[src/rtl/cfg_vpd_loader.sv]
// rtl/cfg_vpd_loader.sv - boot-time VPD record loader for card-specific RO config fields
module cfg_vpd_loader #(
  parameter logic [63:0] DEFAULT_SERIAL           = 64'hDEAD_DEAD_DEAD_DEAD,
  parameter logic [15:0] DEFAULT_SUBSYS_ID        = 16'h0666,
  parameter logic [15:0] DEFAULT_SUBSYS_VENDOR_ID = 16'h1014,
  parameter logic [23:0] BASE_ADDR                = 24'h000000,
  parameter logic [15:0] MAGIC                    = 16'h4F43,
  parameter int          TIMEOUT_CYCLES           = 1024
) (
  input  logic        clock,
  input  logic        reset_n,
  input  logic        reload,
  output logic        rd_req,
  output logic [23:0] rd_addr,
  input  logic        rd_ack,
  input  logic [7:0]  rd_data,
  output logic [63:0] f0_ro_dsn_serial_number,
  output logic [15:0] f0_ro_csh_subsystem_id,
  output logic [15:0] f0_ro_csh_subsystem_vendor_id,
  output logic [15:0] f1_ro_csh_subsystem_id,
  output logic [15:0] f1_ro_csh_subsystem_vendor_id,
  output logic        vpd_done,
  output logic [1:0]  vpd_status
);

  localparam int              CW       = (TIMEOUT_CYCLES > 2) ? $clog2(TIMEOUT_CYCLES) : 1;
  localparam logic [CW-1:0]   TMO_LAST = CW'(TIMEOUT_CYCLES - 1);

  localparam logic [1:0] ST_BUSY    = 2'b00;
  localparam logic [1:0] ST_LOADED  = 2'b01;
  localparam logic [1:0] ST_BAD     = 2'b10;
  localparam logic [1:0] ST_TIMEOUT = 2'b11;

  typedef enum logic [1:0] {REQ, GAP, CHECK, DONE} state_t;

  state_t             state, state_next;
  logic               started;
  logic [3:0]         index;
  logic [13:0][7:0]   shadow;
  logic [7:0]         sum;
  logic [CW-1:0]      tmo_cnt;
  logic               take;
  logic               tmo_hit;
  logic               record_ok;

  // The reset cycle sits in REQ, but the request is held off until the first edge after release.
  assign rd_req    = started && (state == REQ);
  assign rd_addr   = rd_req ? (BASE_ADDR + {20'd0, index}) : 24'd0;
  assign take      = rd_req && rd_ack;
  assign tmo_hit   = rd_req && !rd_ack && (tmo_cnt == TMO_LAST);
  assign record_ok = ({shadow[0], shadow[1]} == MAGIC) && (sum == 8'h00);

  assign f1_ro_csh_subsystem_id        = f0_ro_csh_subsystem_id;
  assign f1_ro_csh_subsystem_vendor_id = f0_ro_csh_subsystem_vendor_id;

  always_ff @(posedge clock or negedge reset_n) begin
    if (!reset_n) begin
      state <= REQ;
    end else begin
      state <= state_next;
    end
  end

  always_comb begin
    state_next = state;
    case (state)
      REQ: begin
        if (take) begin
          state_next = GAP;
        end else if (tmo_hit) begin
          state_next = DONE;
        end
      end
      GAP:     state_next = (index == 4'd15) ? CHECK : REQ;
      CHECK:   state_next = DONE;
      DONE:    state_next = reload ? REQ : DONE;
      default: state_next = REQ;
    endcase
  end

  always_ff @(posedge clock or negedge reset_n) begin
    if (!reset_n) begin
      started                       <= 1'b0;
      index                         <= 4'd0;
      shadow                        <= '0;
      sum                           <= 8'h00;
      tmo_cnt                       <= '0;
      f0_ro_dsn_serial_number       <= DEFAULT_SERIAL;
      f0_ro_csh_subsystem_id        <= DEFAULT_SUBSYS_ID;
      f0_ro_csh_subsystem_vendor_id <= DEFAULT_SUBSYS_VENDOR_ID;
      vpd_done                      <= 1'b0;
      vpd_status                    <= ST_BUSY;
    end else begin
      started <= 1'b1;
      case (state)
        REQ: begin
          if (take) begin
            // Reserved and checksum bytes only feed the running sum.
            if (index < 4'd14) begin
              shadow[index] <= rd_data;
            end
            sum <= sum + rd_data;
          end else if (tmo_hit) begin
            f0_ro_dsn_serial_number       <= DEFAULT_SERIAL;
            f0_ro_csh_subsystem_id        <= DEFAULT_SUBSYS_ID;
            f0_ro_csh_subsystem_vendor_id <= DEFAULT_SUBSYS_VENDOR_ID;
            vpd_status                    <= ST_TIMEOUT;
            vpd_done                      <= 1'b1;
          end else if (rd_req) begin
            tmo_cnt <= tmo_cnt + 1'b1;
          end
        end
        GAP: begin
          index   <= index + 4'd1;
          tmo_cnt <= '0;
        end
        CHECK: begin
          if (record_ok) begin
            f0_ro_dsn_serial_number       <= {shadow[2], shadow[3], shadow[4], shadow[5],
                                              shadow[6], shadow[7], shadow[8], shadow[9]};
            f0_ro_csh_subsystem_id        <= {shadow[10], shadow[11]};
            f0_ro_csh_subsystem_vendor_id <= {shadow[12], shadow[13]};
            vpd_status                    <= ST_LOADED;
          end else begin
            f0_ro_dsn_serial_number       <= DEFAULT_SERIAL;
            f0_ro_csh_subsystem_id        <= DEFAULT_SUBSYS_ID;
            f0_ro_csh_subsystem_vendor_id <= DEFAULT_SUBSYS_VENDOR_ID;
            vpd_status                    <= ST_BAD;
          end
          vpd_done <= 1'b1;
        end
        DONE: begin
          // Field outputs keep their last values until the next load completes.
          if (reload) begin
            vpd_done   <= 1'b0;
            vpd_status <= ST_BUSY;
            index      <= 4'd0;
            shadow     <= '0;
            sum        <= 8'h00;
            tmo_cnt    <= '0;
          end
        end
        default: ;
      endcase
    end
  end

endmodule

[config.mk]
export PLATFORM = sky130hd
export DESIGN_NAME = cfg_vpd_loader
export DESIGN_NICKNAME = d
export VERILOG_FILES = /design/src/rtl/cfg_vpd_loader.sv
export SDC_FILE = /design/constraint.sdc
export NUM_CORES = 1
export LEC_CHECK = 0
export CORE_MARGIN = 4
export CORE_UTILIZATION = 63
export DETAILED_ROUTE_END_ITERATION = 10
export DONT_BUFFER_PORTS = 1
export PLACE_DENSITY = 0.8
export SYNTH_ARGS = -nofsm -noshare
export SYNTH_HDL_FRONTEND = slang
export SYNTH_SLANG_ARGS = --single-unit
export TNS_END_PERCENT = 20
[constraint.sdc]
create_clock -name clock -period 2.05 [get_ports clock]
set_input_delay 0.41 -clock clock [delete_from_list [all_inputs] [get_ports clock]]
set_output_delay 0.41 -clock clock [all_outputs]
set_load 0.005 [all_outputs]
# == Yosys cells after proc, flatten, opt, wreduce, memory -nomap -nowiden ==
# Index checks and enable logic that the tools add are counted.
# op_classes
n_reduce_logical,20
muxes,43
bitwise,0
n_addsub,3
order_cmp,3
n_eq_ne,14
n_div,0
n_mul,0
shifts,0
# op_table
op,n
$mux W112,3
$pmux W112 S2,1
$mux W64,3
$pmux W64 S2,1
$bwmux W112,1
$mux W16,6
$pmux W16 S2,2
$mux W10,4
$demux W8 S4,1
$pmux W10 S3,1
$mux W8,3
$eq A16 B15 Y1 const B,1
$pmux W8 S2,1
$mux W2,7
$ne A2 B2 Y1 const B,6
$add A10 B1 Y10 const B,1
$eq A10 B10 Y1 const B,1
$add A8 B8 Y8,1
$logic_not A8 Y1,1
$mux W4,2
$pmux W2 S4,1
$pmux W4 S2,1
$reduce_and A4 Y1,2
$logic_and A1 B1 Y1,6
19 further kinds,26
# totals
n_memories,0
reg_bits,236
in_bits,12
ramBits,0
wordCells,107
output_inout_bits,156
romBits,0
latch_bits,0

# == Depth between registers and ports, before layout ==
# logic_depth
word_depth,8
mapped_depth,9
ltp_nobuf,7

# == Worst setup path before layout ==
# Ideal clock, no wire load.
# synth_path
kind,in2reg
startpoint,in rd_data[1]
endpoint,reg sum[7]
path_buffers,0
required_ps,1981
t_arrival_ps,1831
slack_ps,150
cell_stages,6
cell_sequence,ha_1 > a211oi_1 > o21ai_0 > and3_1 > or4_1 > nand3_1
# synth_between
elab_chain_len,3
# synth_rtl
item,line,source
"start, declared",16,"input logic [7:0] rd_data,"
$add A8 B8 Y8,102,sum <= sum + rd_data;
$mux W8,97,if (take) begin
$pmux W8 S2,95,case (state)
"end signal, assigned",102,
"end, declared",40,logic [7:0] sum;
# No other way between the ends. The select of a mux whose other input is x is not followed.
# A chain may end at the register's enable or synchronous reset.

# == Worst setup path after layout ==
# layout_path
startpoint,reg sum[1]
endpoint,reg sum[7]
# layout_between
elab_chain_len,3
# layout_rtl
item,line
$add A8 B8 Y8,102
$mux W8,97
$pmux W8 S2,95
# No other way between the ends. The select of a mux whose other input is x is not followed.

==> impl_metrics.csv <==
group,metric,value,unit
setup_path,start_kind,"flip-flop",
run_status,outcome,"finished, violations left",
clock_network,clockRootBuffer,"clkbuf_16",
synthesis,synth_area_leader_cell,"dfrtp_1",
global_route,grt_use_total,0.257,
setup_path,crit_path_max_fanout,4,
synthesis,yosysTopAreaCellShare,0.450,
setup_path,r2r-start,"sum[1]",
global_route,grt_pass1_wl,37600,um
power_and_ir_drop,total_power,16.5,mW
synthesis,netlist_instances,1028,
setup_path,rr_worst_depth,6,
synthesis,yosysSeqAreaShare,0.587,
power_and_ir_drop,leakage,5.15,nW
worst_hold_path,hp-class,"in2async",
global_route,grt_max_degree,237,
flow_run,cap_violations,0,
setup_path,cp.required,2490,ps
synthesis,yosysWarnings,0,
global_route,grt_pass1_vias,7074,
global_route,top_usage_layer,"met2",
synthesis,synth_common_cells,"nand2_1 (259), dfrtp_1 (183), o21ai_0 (173)",
detailed_routing,drc,0,
clock_network,clk_pin_slew_worst_paths,60,ps
setup_path,arrival,2430,ps
sta,fin_crit,1990,ps
layout,antenna-diode-count,0,
floorplanning,initial_utilization,0.642,
placement,gp_routability_congestion,0.835,
synthesis,synth_async_sr_flop_share,1.00,
sta,rsz0062_at_grt,"true",
floorplanning,io_pins,168,
placement,port_buffers,0,
synthesis,synth.top_cells.by_area,"dfrtp_1 (45%), dfstp_2 (14%), nand2_1 (9.6%)",
placement,dp_hpwl,14700,um
global_route,use_met1,0.350,
floorplanning,row_count,46,
synthesis,ys_types,56,
floorplanning,die-height,135,um
sta,hold_viol,229,
detailed_routing,drt_iter0_markers,567,
synthesis,synth-edff-count,0,
synthesis,syn_area,10200,sq um
clock_network,htreeDepth,1,
setup_path,r2r_end,"sum[7]",
global_route,grt_use_met2,0.417,
detailed_routing,vias,7272,
sta,skew,18.3,ps
floorplanning,die_area,18200,sq um
clock_network,cts_tree,"built",
sta,final-setup-viol-count,0,
global_route,use_met3,0.0600,
detailed_routing,dr.pass1.iters,7,
sta,period_share,0.969,
floorplanning,die_width,135,um
clock_network,cts_num_sinks,236,
setup_path,endpoint_kind,"flip-flop",
synthesis,synthFlopType,"dfrtp_1",
layout,post-route-util,0.706,
global_route,grt-ovfl-total,0,
layout,final_area,11200,sq um
placement,placed_area,10300,sq um
clock_network,numCtsBuffers,24,
clock_network,clock_latency,520,ps
detailed_routing,routed_wl,23500,um
layout,syn_to_final_growth,9.87,%
synthesis,ys_ff_latch,236,
detailed_routing,antenna_left,0,
floorplanning,core,15800,sq um
setup_path,ff2ff_setup_slack,60,ps
setup_path,critical_path_class,"reg2reg",
layout,final_nets,1034,
layout,drive_above_1_share,0.147,
detailed_routing,viasPerCell,5.85,
synthesis,avgSynthCellArea,9.89,sq um
power_and_ir_drop,pwr_density_cell,1480,nW/um^2
global_route,antenna_found_initial,0,
detailed_routing,wire_per_inst,18.9,um
run_status,violations,"negative hold slack",
power_and_ir_drop,vdd_drop_max,0.819,mV
sta,hold_ws,-406,ps
sta,fmax,503,MHz
sta,slew_viol_final,0,
synthesis,yosys.cell_count.top_type,"nand2_1",
clock_network,cts.path.max_buffers,3,
==> worst max path at each step <==
| stage | from | to | slack (ps) | cells after the start |
|---|---|---|---|---|
| 6_report | sum[1] | sum[7] | 60 | 6 |
| 5_1_grt | shadow[11] | f0_ro_csh_subsystem_vendor_id[14] | -0.2 | 7 |
| 4_1_cts | sum[0] | sum[6] | 50 | 7 |
| 3_5_place_dp | sum[1] | sum[7] | -0.8 | 6 |
| 3_3_place_gp | sum[1] | sum[7] | 50 | 6 |
| 2_1_floorplan | rd_data[1] | sum[7] | 150 | 6 |
==> repair_timing <==
item / CTS / global route
pin swaps: 0 / 2
setup buffers: 0 / 2
endpoints found under the hold margin: 236 / 236
setup endpoints to repair: 10 / 31
gates resized for setup: 3 / 8
==> stage by stage <==
step / TNS [ps] / worst slack, ps / hold slack [ps] / std cells
2_1_floorplan: 0 / 150 / 114 / 1047
3_3_place_gp: 0 / 45.8 / 124 / 1197
3_5_place_dp: -0.754 / -0.754 / 120 / 1197
4_1_cts: 0 / 49.9 / -420 / 1241
5_1_grt: -0.196 / -0.196 / -427 / 1243
6_report: 0 / 63.1 / -406 / 1243
==> area by class of cell <==
class                   count  area, sq um
repair buffers             43          398
clock inverters            11          170
well taps                 216          270
fillers                  1156         4660
clock buffers              33          664
flip-flops and latches    236         5970
multi-input cells         697         3670
inverters                   7         26.3
==> flip-flops by register name, summed over array words and instances, names as in the netlist, 2 cells and up <==
signal,flops
shadow,112
state,2
index,4
tmo_cnt,10
f0_ro_csh_subsystem_id,16
sum,8
vpd_status,2
f0_ro_dsn_serial_number,64
f0_ro_csh_subsystem_vendor_id,16
==> power by group <==
part	leakage, nW	switching, mW	internal [mW]	total, mW
combinational	1.71	2.43	1.68	4.11
sequential	3.02	1.23	6.56	7.79
clock	0.412	1.81	2.78	4.59
total	5.15	5.46	11.0	16.5
==> cell usage in the layout, fill, tap and decap left out, types with 5 or more instances in the layout <==
cell / netlist / final
nand2_1: 259 / 259
dfrtp_1: 183 / 183
o21ai_0: 173 / 170
nor2_1: 63 / 62
dfstp_2: 53 / 53
o2bb2ai_1: 48 / 48
buf_4: 52 / 37
clkbuf_16: 0 / 24
conb_1: 2 / 21
nand3_1: 13 / 13
a21oi_1: 13 / 12
ha_1: 12 / 10
and3_1: 9 / 9
inv_1: 7 / 7
nor2b_1: 7 / 7
a32o_1: 7 / 7
a22o_1: 6 / 6
clkbuf_1: 41 / 6
buf_12: 0 / 6
and2_1: 5 / 5
clkinv_2: 0 / 5
==> critical path: stages, from the launching register on <==
cell and delay (ps):
dfrtp_1 470, ha_4 250, a211oi_2 310, o21ai_1 140, and3_1 200, or4_1 470
nand3_1 90
==> cells by family (layout without fill, tap and decap cells) <==
family,Yosys count,count (layout),synth area share
xor+xnor,3,3,0.00259
fa+ha+maj,13,13,0.0167
mux,1,1,0.000985
simple gates,387,387,0.162
other cells,2,21,0.000739
compound gates,272,272,0.165
flops,236,236,0.587
buf+inv,114,94,0.0642
==> layer usage <==
metal	up-vias	wire length (um)
met1	3589	9660
met5	-	0
met4	0	698
met2	227	11400
li1	3400	-
met3	56	1680
Power figures use the tool's default switching activity.
